<file path="src/rtl/regfile_p_if.sv">
// Bus bundle for the regfile_p register file: one write port, two read ports,
// plus the ready and rejected-write status flags.
interface regfile_p_if #(
  parameter int DW = 8,
  parameter int AW = 4
);
  logic          we;
  logic [AW-1:0] wa;
  logic [DW-1:0] di;
  logic [AW-1:0] ra0;
  logic [AW-1:0] ra1;
  logic [DW-1:0] do0;
  logic [DW-1:0] do1;
  logic          ready;
  logic          wr_err;

  modport master (
    output we, wa, di, ra0, ra1,
    input  do0, do1, ready, wr_err
  );

  modport slave (
    input  we, wa, di, ra0, ra1,
    output do0, do1, ready, wr_err
  );
endinterface

</file>
<file path="src/rtl/regfile_p.sv">
// Register file with write-protected constant entries and a power-up loader.
// Optional same-cycle write-to-read forwarding is enabled by REGFILE_P_BYPASS_EN.
module regfile_p #(
  parameter int DW       = 8,
  parameter int AW       = 4,
  parameter int WR_LIMIT = 4,
  parameter logic [(2**AW)*DW-1:0] INIT = 128'h0000_0000_00FE_FCFA_00FF_01FE_FF41_0302
) (
  input logic     clk,
  input logic     rst,
  regfile_p_if.slave bus
);
  localparam int DEPTH = 2**AW;
  localparam logic [0:0] S_INIT = 1'b0;
  localparam logic [0:0] S_RUN  = 1'b1;

  logic [0:0]    state_q, state_d;
  logic [AW-1:0] cnt_q, cnt_d;
  logic          ready_q, ready_d;
  logic          wrErr_q, wrErr_d;
  logic [DW-1:0] mem_q [DEPTH];

  logic wrInRange;
  logic wrAccept;
  logic wrReject;
  logic byp0;
  logic byp1;

  assign wrInRange = (int'(bus.wa) < WR_LIMIT);
  assign wrAccept  = bus.we && ready_q && wrInRange;
  assign wrReject  = bus.we && !(ready_q && wrInRange);

  // The loader walks every entry once, then parks on the last index for good.
  always_comb begin
    state_d = state_q;
    cnt_d   = cnt_q;
    ready_d = ready_q;
    wrErr_d = wrReject;
    if (state_q == S_INIT) begin
      if (cnt_q == {AW{1'b1}}) begin
        state_d = S_RUN;
        ready_d = 1'b1;
      end else begin
        cnt_d = cnt_q + 1'b1;
      end
    end
  end

  always_ff @(posedge clk) begin
    if (rst) begin
      state_q <= S_INIT;
      cnt_q   <= '0;
      ready_q <= 1'b0;
      wrErr_q <= 1'b0;
    end else begin
      state_q <= state_d;
      cnt_q   <= cnt_d;
      ready_q <= ready_d;
      wrErr_q <= wrErr_d;
    end
  end

  // Storage has no reset; a reset only restarts the loader, which then rewrites every entry.
  always_ff @(posedge clk) begin
    if (!rst) begin
      if (state_q == S_INIT) begin
        mem_q[cnt_q] <= INIT[cnt_q*DW +: DW];
      end else if (wrAccept) begin
        mem_q[bus.wa] <= bus.di;
      end
    end
  end

`ifdef REGFILE_P_BYPASS_EN
  assign byp0 = wrAccept && (bus.wa == bus.ra0);
  assign byp1 = wrAccept && (bus.wa == bus.ra1);
`else
  assign byp0 = 1'b0;
  assign byp1 = 1'b0;
`endif

  assign bus.do0    = !ready_q ? '0 : (byp0 ? bus.di : mem_q[bus.ra0]);
  assign bus.do1    = !ready_q ? '0 : (byp1 ? bus.di : mem_q[bus.ra1]);
  assign bus.ready  = ready_q;
  assign bus.wr_err = wrErr_q;
endmodule

</file>
<file path="src/flat_wrapper.sv">
// flat-port wrapper written by rule: the top's interface ports become plain ports
module regfile_p_flat 
#(
  parameter int DW       = 8,
  parameter int AW       = 4,
  parameter int WR_LIMIT = 4,
  parameter logic [(2**AW)*DW-1:0] INIT = 128'h0000_0000_00FE_FCFA_00FF_01FE_FF41_0302
)
  (clk, rst, bus_we, bus_wa, bus_di, bus_ra0, bus_ra1, bus_do0, bus_do1, bus_ready, bus_wr_err);
  regfile_p_if #(.DW(DW), .AW(AW)) bus_i ();
  input logic clk;
  input logic rst;
  input wire logic [$bits(bus_i.we)-1:0] bus_we;
  input wire logic [$bits(bus_i.wa)-1:0] bus_wa;
  input wire logic [$bits(bus_i.di)-1:0] bus_di;
  input wire logic [$bits(bus_i.ra0)-1:0] bus_ra0;
  input wire logic [$bits(bus_i.ra1)-1:0] bus_ra1;
  output wire logic [$bits(bus_i.do0)-1:0] bus_do0;
  output wire logic [$bits(bus_i.do1)-1:0] bus_do1;
  output wire logic [$bits(bus_i.ready)-1:0] bus_ready;
  output wire logic [$bits(bus_i.wr_err)-1:0] bus_wr_err;
  assign bus_i.we = bus_we;
  assign bus_i.wa = bus_wa;
  assign bus_i.di = bus_di;
  assign bus_i.ra0 = bus_ra0;
  assign bus_i.ra1 = bus_ra1;
  assign bus_do0 = bus_i.do0;
  assign bus_do1 = bus_i.do1;
  assign bus_ready = bus_i.ready;
  assign bus_wr_err = bus_i.wr_err;
  regfile_p #(.DW(DW), .AW(AW), .WR_LIMIT(WR_LIMIT), .INIT(INIT)) u_core (.clk(clk), .rst(rst), .bus(bus_i));
endmodule
</file>
<file path="config.mk">
export PLATFORM = sky130hd
export DESIGN_NAME = regfile_p_flat
export DESIGN_NICKNAME = d
export VERILOG_FILES = /design/src/rtl/regfile_p_if.sv /design/src/rtl/regfile_p.sv /design/src/flat_wrapper.sv
export SDC_FILE = /design/constraint.sdc
export NUM_CORES = 1
export LEC_CHECK = 0
export BUFFER_PORTS_ARGS = -buffer_cell sky130_fd_sc_hd__clkbuf_2
export CORE_ASPECT_RATIO = 0.75
export CORE_MARGIN = 4
export CORE_UTILIZATION = 25
export DETAILED_ROUTE_END_ITERATION = 7
export HOLD_SLACK_MARGIN = 0.08
export MAX_ROUTING_LAYER = met4
export PLACE_DENSITY_LB_ADDON = 0.12
export SKIP_LAST_GASP = 1
export SYNTH_ARGS = -nofsm -noshare
export SYNTH_HDL_FRONTEND = slang
export SYNTH_SLANG_ARGS = --single-unit
</file>
<file path="constraint.sdc">
create_clock -name clk -period 2.16 [get_ports clk]
set_input_delay 0.432 -clock clk [delete_from_list [all_inputs] [get_ports clk]]
set_output_delay 0.432 -clock clk [all_outputs]
set_load 0.02 [all_outputs]
</file>
==> run_results.csv, run 1 <==
group,metric,value,unit
pwr,p_leak,3.32,nW
global_route,gr-total-overflow,0,
timing,clock.fmax,441,MHz
floorplanning,ios,41,
floorplanning,core_area,26300,um2
timing,timing.final.crit_period,2270,ps
synth,ys_async_sr_fraction,0,%
status,outcome,"finished, violations left",
global_route,gr-usage-met3,2.53,%
synth,synth_area_per_cell,14.2,um2
pwr,powerDensity,734,nW/um2
synth,synthCells,476,
place,gp_congestion,0.755,
timing,hold_slack,276,ps
clock_tree,clockBufferDepth,2,
clock_tree,cts_hold_buf,0,
detailed_routing,via_count,4616,
clock_tree,ctsHtreeMaxLevel,4,
timing,fin_crit_sh,105,%
timing,fin_setup_tns,-607,ps
detailed_routing,dr.pass1.iters,5,
floorplanning,initial_core_util,25.8,%
detailed_routing,viasPerCell,4.86,
critical_path,arrival,1840,ps
critical_path,critPathKind,"flop to output pin",
status,violations,"setup timing",
synth,ys_seq_area_share,58.8,%
floorplanning,dieWidth,198,um
timing,finClkSkew,7.08,ps
floorplanning,rows,51,
timing,slew_headroom,61.8,%
synth,syn_area,6770,um2
timing,finalMaxSlewViolations,0,
floorplanning,dieArea,29800,um2
clock_tree,cts_num_sinks,135,
place,dp_hpwl,15200,um
timing,grt_setup_unrepaired,"yes",
global_route,grt_use_met1,21.6,%
pwr,peakVddDrop,0.572,mV
synth,ys_ff_latch,135,
place,port_buffers,40,
clock_tree,cts_tree,"done",
synth,synth-edff-count,128,
layout,fin_nets,620,
synth,ys_warn_count,0,
timing,tightest_slew,571,ps
global_route,top_usage_layer,"met2",
layout,diodes,0,
detailed_routing,ant_nets,0,
clock_tree,cts-root-buf,"clkbuf_16",
job,max_cap_violations,0,
global_route,grt_pass1_wl,31700,um
floorplanning,die_y,151,um
detailed_routing,drc_errors,0,
synth,syn_nets,504,
detailed_routing,first_iter_violations,251,
critical_path,required,1730,ps
synth,netlist-cell-type-count,43,
global_route,grt_pass1_vias,4831,
global_route,antenna_found_initial,1,
critical_path,end_kind,"output pin",
detailed_routing,routed_wirelength,21600,um
clock_tree,insertion_delay,420,ps
detailed_routing,wl_per_cell,22.7,um
timing,setup_viol,9,
critical_path,critical_path_peak_fanout,2,
global_route,grt_usage,15.2,%
critical_path,critPathLaunchType,"flop",
clock_tree,numCtsBuffers,17,
clock_tree,clk_pin_slew,60,ps
layout,drive_gt1_share,37.0,%
timing,hold_viol,0,
global_route,grt_use_met2,22.6,%
global_route,grt_start_max_net_pins,17,
worst_hold_path,holdCritPathClass,"input pin to flop",
synth,synthFlopType,"edfxtp_1",
timing,fin_ws,-107,ps
pwr,totalPowerFinal,0.00659,W
layout,synthToLayoutAreaGrowth,32.5,%
-- cells by family (layout without fill, tap and decap cells) --
kind of cell,count (synthesis),in the layout,synth area share [%]
mux,110,110,21.0
flops,135,135,58.8
compound gates,85,85,8.61
simple gates,103,103,6.82
fa+ha+maj,5,5,0.924
buf+inv,36,165,3.53
xor+xnor,2,2,0.259
-- power breakdown --
group,internal (W),leakage [nW],total [W],switching [W]
combinational,0.000313,1.81,0.000725,0.000412
clock,0.00163,0.279,0.00286,0.00122
sequential,0.00298,1.23,0.00301,0.0000280
total,0.00492,3.32,0.00659,0.00166
-- synth_stat cells, drive strengths merged (6+ instances only) --
cell type | number | area, um2
o21ai | 13 | 65.1
edfxtp | 128 | 3840
nor2 | 40 | 150
mux2i | 80 | 801
nand2 | 27 | 101
o221ai | 6 | 52.6
nand3 | 17 | 85.1
mux2 | 9 | 101
a21oi | 13 | 65.1
buf | 22 | 186
inv | 6 | 22.5
nor2b | 11 | 68.8
clkbuf | 7 | 26.3
mux4 | 21 | 522
a22oi | 32 | 240
dfxtp | 7 | 140
-- repair_timing --
action	4_1_cts	5_1_grt
buffers inserted	4	2
endpoints found under the setup margin	24	239
resized for setup	56	45
pin swaps	12	9
cloned	1	0
-- placed cells by master (no fill, tap or decap), types with 14 or more instances in the layout --
| cell | Yosys | final |
|---|---|---|
| edfxtp_1 | 128 | 128 |
| mux2i_1 | 80 | 78 |
| buf_4 | 7 | 62 |
| nor2_1 | 40 | 36 |
| a22oi_1 | 32 | 27 |
| nand2_1 | 27 | 25 |
| clkbuf_2 | 0 | 21 |
| buf_12 | 2 | 19 |
| clkbuf_16 | 0 | 17 |
| mux4_2 | 8 | 15 |
| nand3_1 | 17 | 14 |
-- critical path, stage by stage (launching register included) --
cell      delay, ps
edfxtp_1        380
mux4_2          510
o221ai_2        240
o21ai_1         110
clkbuf_4        180
-- area by class of cell --
type | count | area (um2)
Clock buffer | 17 | 425
Clock inverter | 15 | 161
Fill cell | 2564 | 17300
Inverter | 7 | 26.3
Multi-Input combinational cell | 305 | 2710
Sequential cell | 135 | 3990
Tap cell | 344 | 430
Timing Repair Buffer | 126 | 1230
-- routing by layer --
metal / share of wire, % / vias up
li1: - / 2119
met1: 50 / 2362
met2: 45 / 110
met3: 3.6 / 25
met4: 2.0 / 0
met5: 0 / -
-- per-stage QoR --
stage	cells	setup WS (ps)	util (%)	area (um2)
floorplan	476	-22.9	-	6780
global placement	910	-184	30.5	8010
detailed placement	910	-210	30.5	8010
CTS	947	-235	33.6	8830
global route	949	-169	34.1	8970
finish	949	-107	34.1	8970
-- path summary, 6_finish.rpt --
path                            slack, ps  cells after the start                          start                      endpoint
worst max register to register        140                      7  u_core.bus.ready$_SDFFE_PP0P_  u_core.mem_q[2][7]$_DFFE_PP_
worst min-delay path                  280                      2                         bus_we  u_core.bus.wr_err$_SDFF_PP0_
worst max-delay path                 -110                      4  u_core.mem_q[11][3]$_DFFE_PP_                    bus_do1[3]
worst min register to register        560                      1      u_core.state_q$_SDFF_PP0_  u_core.cnt_q[2]$_SDFFE_PP0P_
-- state kept, by name (all words and copies together) (netlist names) --
register,count
u_core.bus.ready,1
u_core.bus.wr_err,1
u_core.cnt_q,4
u_core.mem_q,128
u_core.state_q,1
(Power assumes the default switching activity.)
==> inputs of run 2 (changes only) <==
==> constraint.sdc (replaced) <==
create_clock -name clk -period 2.9 [get_ports clk]
set_input_delay 0.58 -clock clk [delete_from_list [all_inputs] [get_ports clk]]
set_output_delay 0.58 -clock clk [all_outputs]
set_load 0.02 [all_outputs]
==> run 2 against run 1 <==
  * The run now ends clean
  * First-iteration DRC count rose by 49%
  * Sequential cell count did not move
  * Global-route usage increased by 0.089 points
  * Sequential power down 26%
  * Clock-buffer cell count up 3
  * Setup slack improved by 250 ps
  * Clock power shrank 26%
  * Critical path depth is 2 higher
  * Register-to-register slack improved by 270 ps
  * Final area is 9.3% lower
  * Die area is the same
  * Critical path type is now input pin to output pin
==> run_results.csv, run 2 (same netlist as run 1, synthesis figures left out) <==
group,metric,value,unit
critical_path,rr_endpoint,"u_core.mem_q[3][5]$_DFFE_PP_",
clock_tree,post-cts-setup-buffer-count,0,
critical_path,critPathLaunchType,"input pin",
clock_tree,numCtsBuffers,17,
global_route,gr-usage-met3,3.24,%
floorplanning,rows,51,
global_route,top_usage_layer,"met2",
detailed_routing,routed_wirelength,21600,um
layout,most-common-layout-cells,"128 x edfxtp_1, 80 x mux2i_1, 40 x nor2_1",
worst_hold_path,min_from,"bus_we",
timing,clock.fmax,363,MHz
timing,finalMaxSlewViolations,0,
critical_path,r2r_cells,6,
layout,diodes,0,
timing,grt_setup_unrepaired,"no",
pwr,totalPowerFinal,0.00481,W
clock_tree,cts_num_sinks,135,
global_route,grt_pass1_vias,4630,
detailed_routing,wl_per_cell,23.8,um
layout,multiInputGateArea,2560,um2
critical_path,rr_startpoint,"u_core.bus.ready$_SDFFE_PP0P_",
global_route,grt_use_met2,22.4,%
timing,timing.final.crit_period,2760,ps
clock_tree,cts-root-buf,"clkbuf_16",
critical_path,r2r_setup_slack,410,ps
layout,seq_area,3980,um2
floorplanning,core_area,26300,um2
detailed_routing,dr.pass1.iters,5,
critical_path,cp_slowest_cell,"mux4_1",
critical_path,arrival,2180,ps
worst_hold_path,holdPathStages,2,
status,outcome,"finished, final reports clean",
timing,slew_headroom,32.5,%
floorplanning,dieArea,29800,um2
timing,setup_viol,0,
global_route,grt_usage,15.3,%
layout,drive_gt1_share,22.6,%
detailed_routing,ant_nets,0,
layout,largest_reg_flops,128,
timing,hold_slack,426,ps
critical_path,worstSetupStartpoint,"bus_ra1[0]",
timing,finClkSkew,7.97,ps
global_route,grt_pass1_wl,31600,um
critical_path,required,2320,ps
floorplanning,dieWidth,198,um
job,max_cap_violations,0,
clock_tree,clockBufferDepth,2,
timing,tightest_slew,1010,ps
detailed_routing,viasPerCell,4.95,
layout,fillers,2649,
critical_path,cp_cell_sequence,"clkbuf_4, buf_4, mux4_1, o221ai_1, o21ai_1, clkbuf_2",
layout,top_regs,"u_core.mem_q (128), u_core.cnt_q (4)",
global_route,gr-total-overflow,0,
worst_hold_path,hold_path_end,"u_core.bus.wr_err$_SDFF_PP0_",
floorplanning,die_y,151,um
layout,final_common_cell,"edfxtp_1",
layout,fin_nets,577,
place,port_buffers,40,
detailed_routing,via_count,4480,
layout,synthToLayoutAreaGrowth,20.2,%
pwr,powerDensity,591,nW/um2
worst_hold_path,holdCritPathClass,"input pin to flop",
critical_path,critPathKind,"input pin to output pin",
global_route,antenna_found_initial,0,
timing,fin_crit_sh,95.1,%
pwr,p_leak,3.01,nW
timing,hold_viol,0,
pwr,peakVddDrop,0.423,mV
global_route,grt_start_max_net_pins,34,
clock_tree,insertion_delay,420,ps
layout,top_register,"u_core.mem_q",
floorplanning,ios,41,
place,gp_congestion,0.801,
detailed_routing,drc_errors,0,
critical_path,end_kind,"output pin",
place,dp_hpwl,14900,um
floorplanning,initial_core_util,25.8,%
place,place_area,7570,um2
layout,fin_area,8140,um2
clock_tree,cts_tree,"done",
critical_path,critical_path_peak_fanout,9,
detailed_routing,first_iter_violations,374,
global_route,grt_use_met1,22.0,%
clock_tree,ctsHtreeMaxLevel,4,
critical_path,max_stage_delay,580,ps
clock_tree,clk_pin_slew,50,ps
[run 2: changes by cell type in the layout (fill, tap and decap cells not counted), sizes merged]
| cell | previous run | this run |
|---|---|---|
| clkbuf | 46 | 59 |
| buf | 96 | 44 |
| inv | 14 | 6 |
| bufinv | 1 | 3 |
| bufbuf | 1 | 0 |
| clkinv | 4 | 8 |
| clkinvlp | 3 | 1 |
[run 2: how the worst max path moves through the flow]
stage                                        end  slack, ps  depth (start not counted)
floorplan           u_core.mem_q[0][0]$_DFFE_PP_        510                          5
global placement                      bus_do1[2]        -30                          6
detailed placement                    bus_do1[2]         -3                          6
CTS                                   bus_do1[2]        110                          6
global route                          bus_do1[2]         70                          6
finish                                bus_do1[2]        140                          6
[run 2: final cells by class]
class,instances,area share (%)
clock inverter,11,1.63
sequential,135,48.9
timing repair buffer,83,7.07
multi-input combinational,305,31.4
clock buffer,20,5.36
inverter,7,0.323
tap,344,5.29
[run 2: power by group]
part / switching [W] / total [W] / internal [W]
logic: 0.000289 / 0.000459 / 0.000170
clock network: 0.000781 / 0.00211 / 0.00133
registers: 0.0000216 / 0.00224 / 0.00222
total: 0.00109 / 0.00481 / 0.00372
[run 2: critical path, delay by kind of cell]
kind | cells | cell delay [ps]
buffers and inverters | 3 | 660
multiplexers | 1 | 580
AO/OA/AOI/OAI | 2 | 350
[run 2: metal layers]
| layer | routed length (um) | share of wire (%) |
|---|---|---|
| met1 | 10700 | 49 |
| met2 | 9680 | 45 |
| met3 | 1080 | 5.0 |
| met4 | 136 | 0.63 |
| met5 | 0 | 0 |
[run 2: timing repair]
item / 4_1_cts / 5_1_grt
endpoints found under the setup margin: 1 / 1
gates resized for setup: 1 / 1
hold buffers: 0 / 0
endpoints found under the hold margin: 0 / 0
[run 2: stage by stage]
| step | utilization (%) | TNS [ps] | cells | setup slack (ps) |
|---|---|---|---|---|
| final | 31.0 | 0 | 905 | 142 |
| after global routing | 31.0 | 0 | 905 | 73.2 |
| after CTS | 31.0 | 0 | 905 | 115 |
| after detailed placement | 28.8 | -3.37 | 874 | -3.37 |
| after global placement | 28.8 | -30.9 | 874 | -30.9 |
| after floorplan | - | 0 | 476 | 514 |
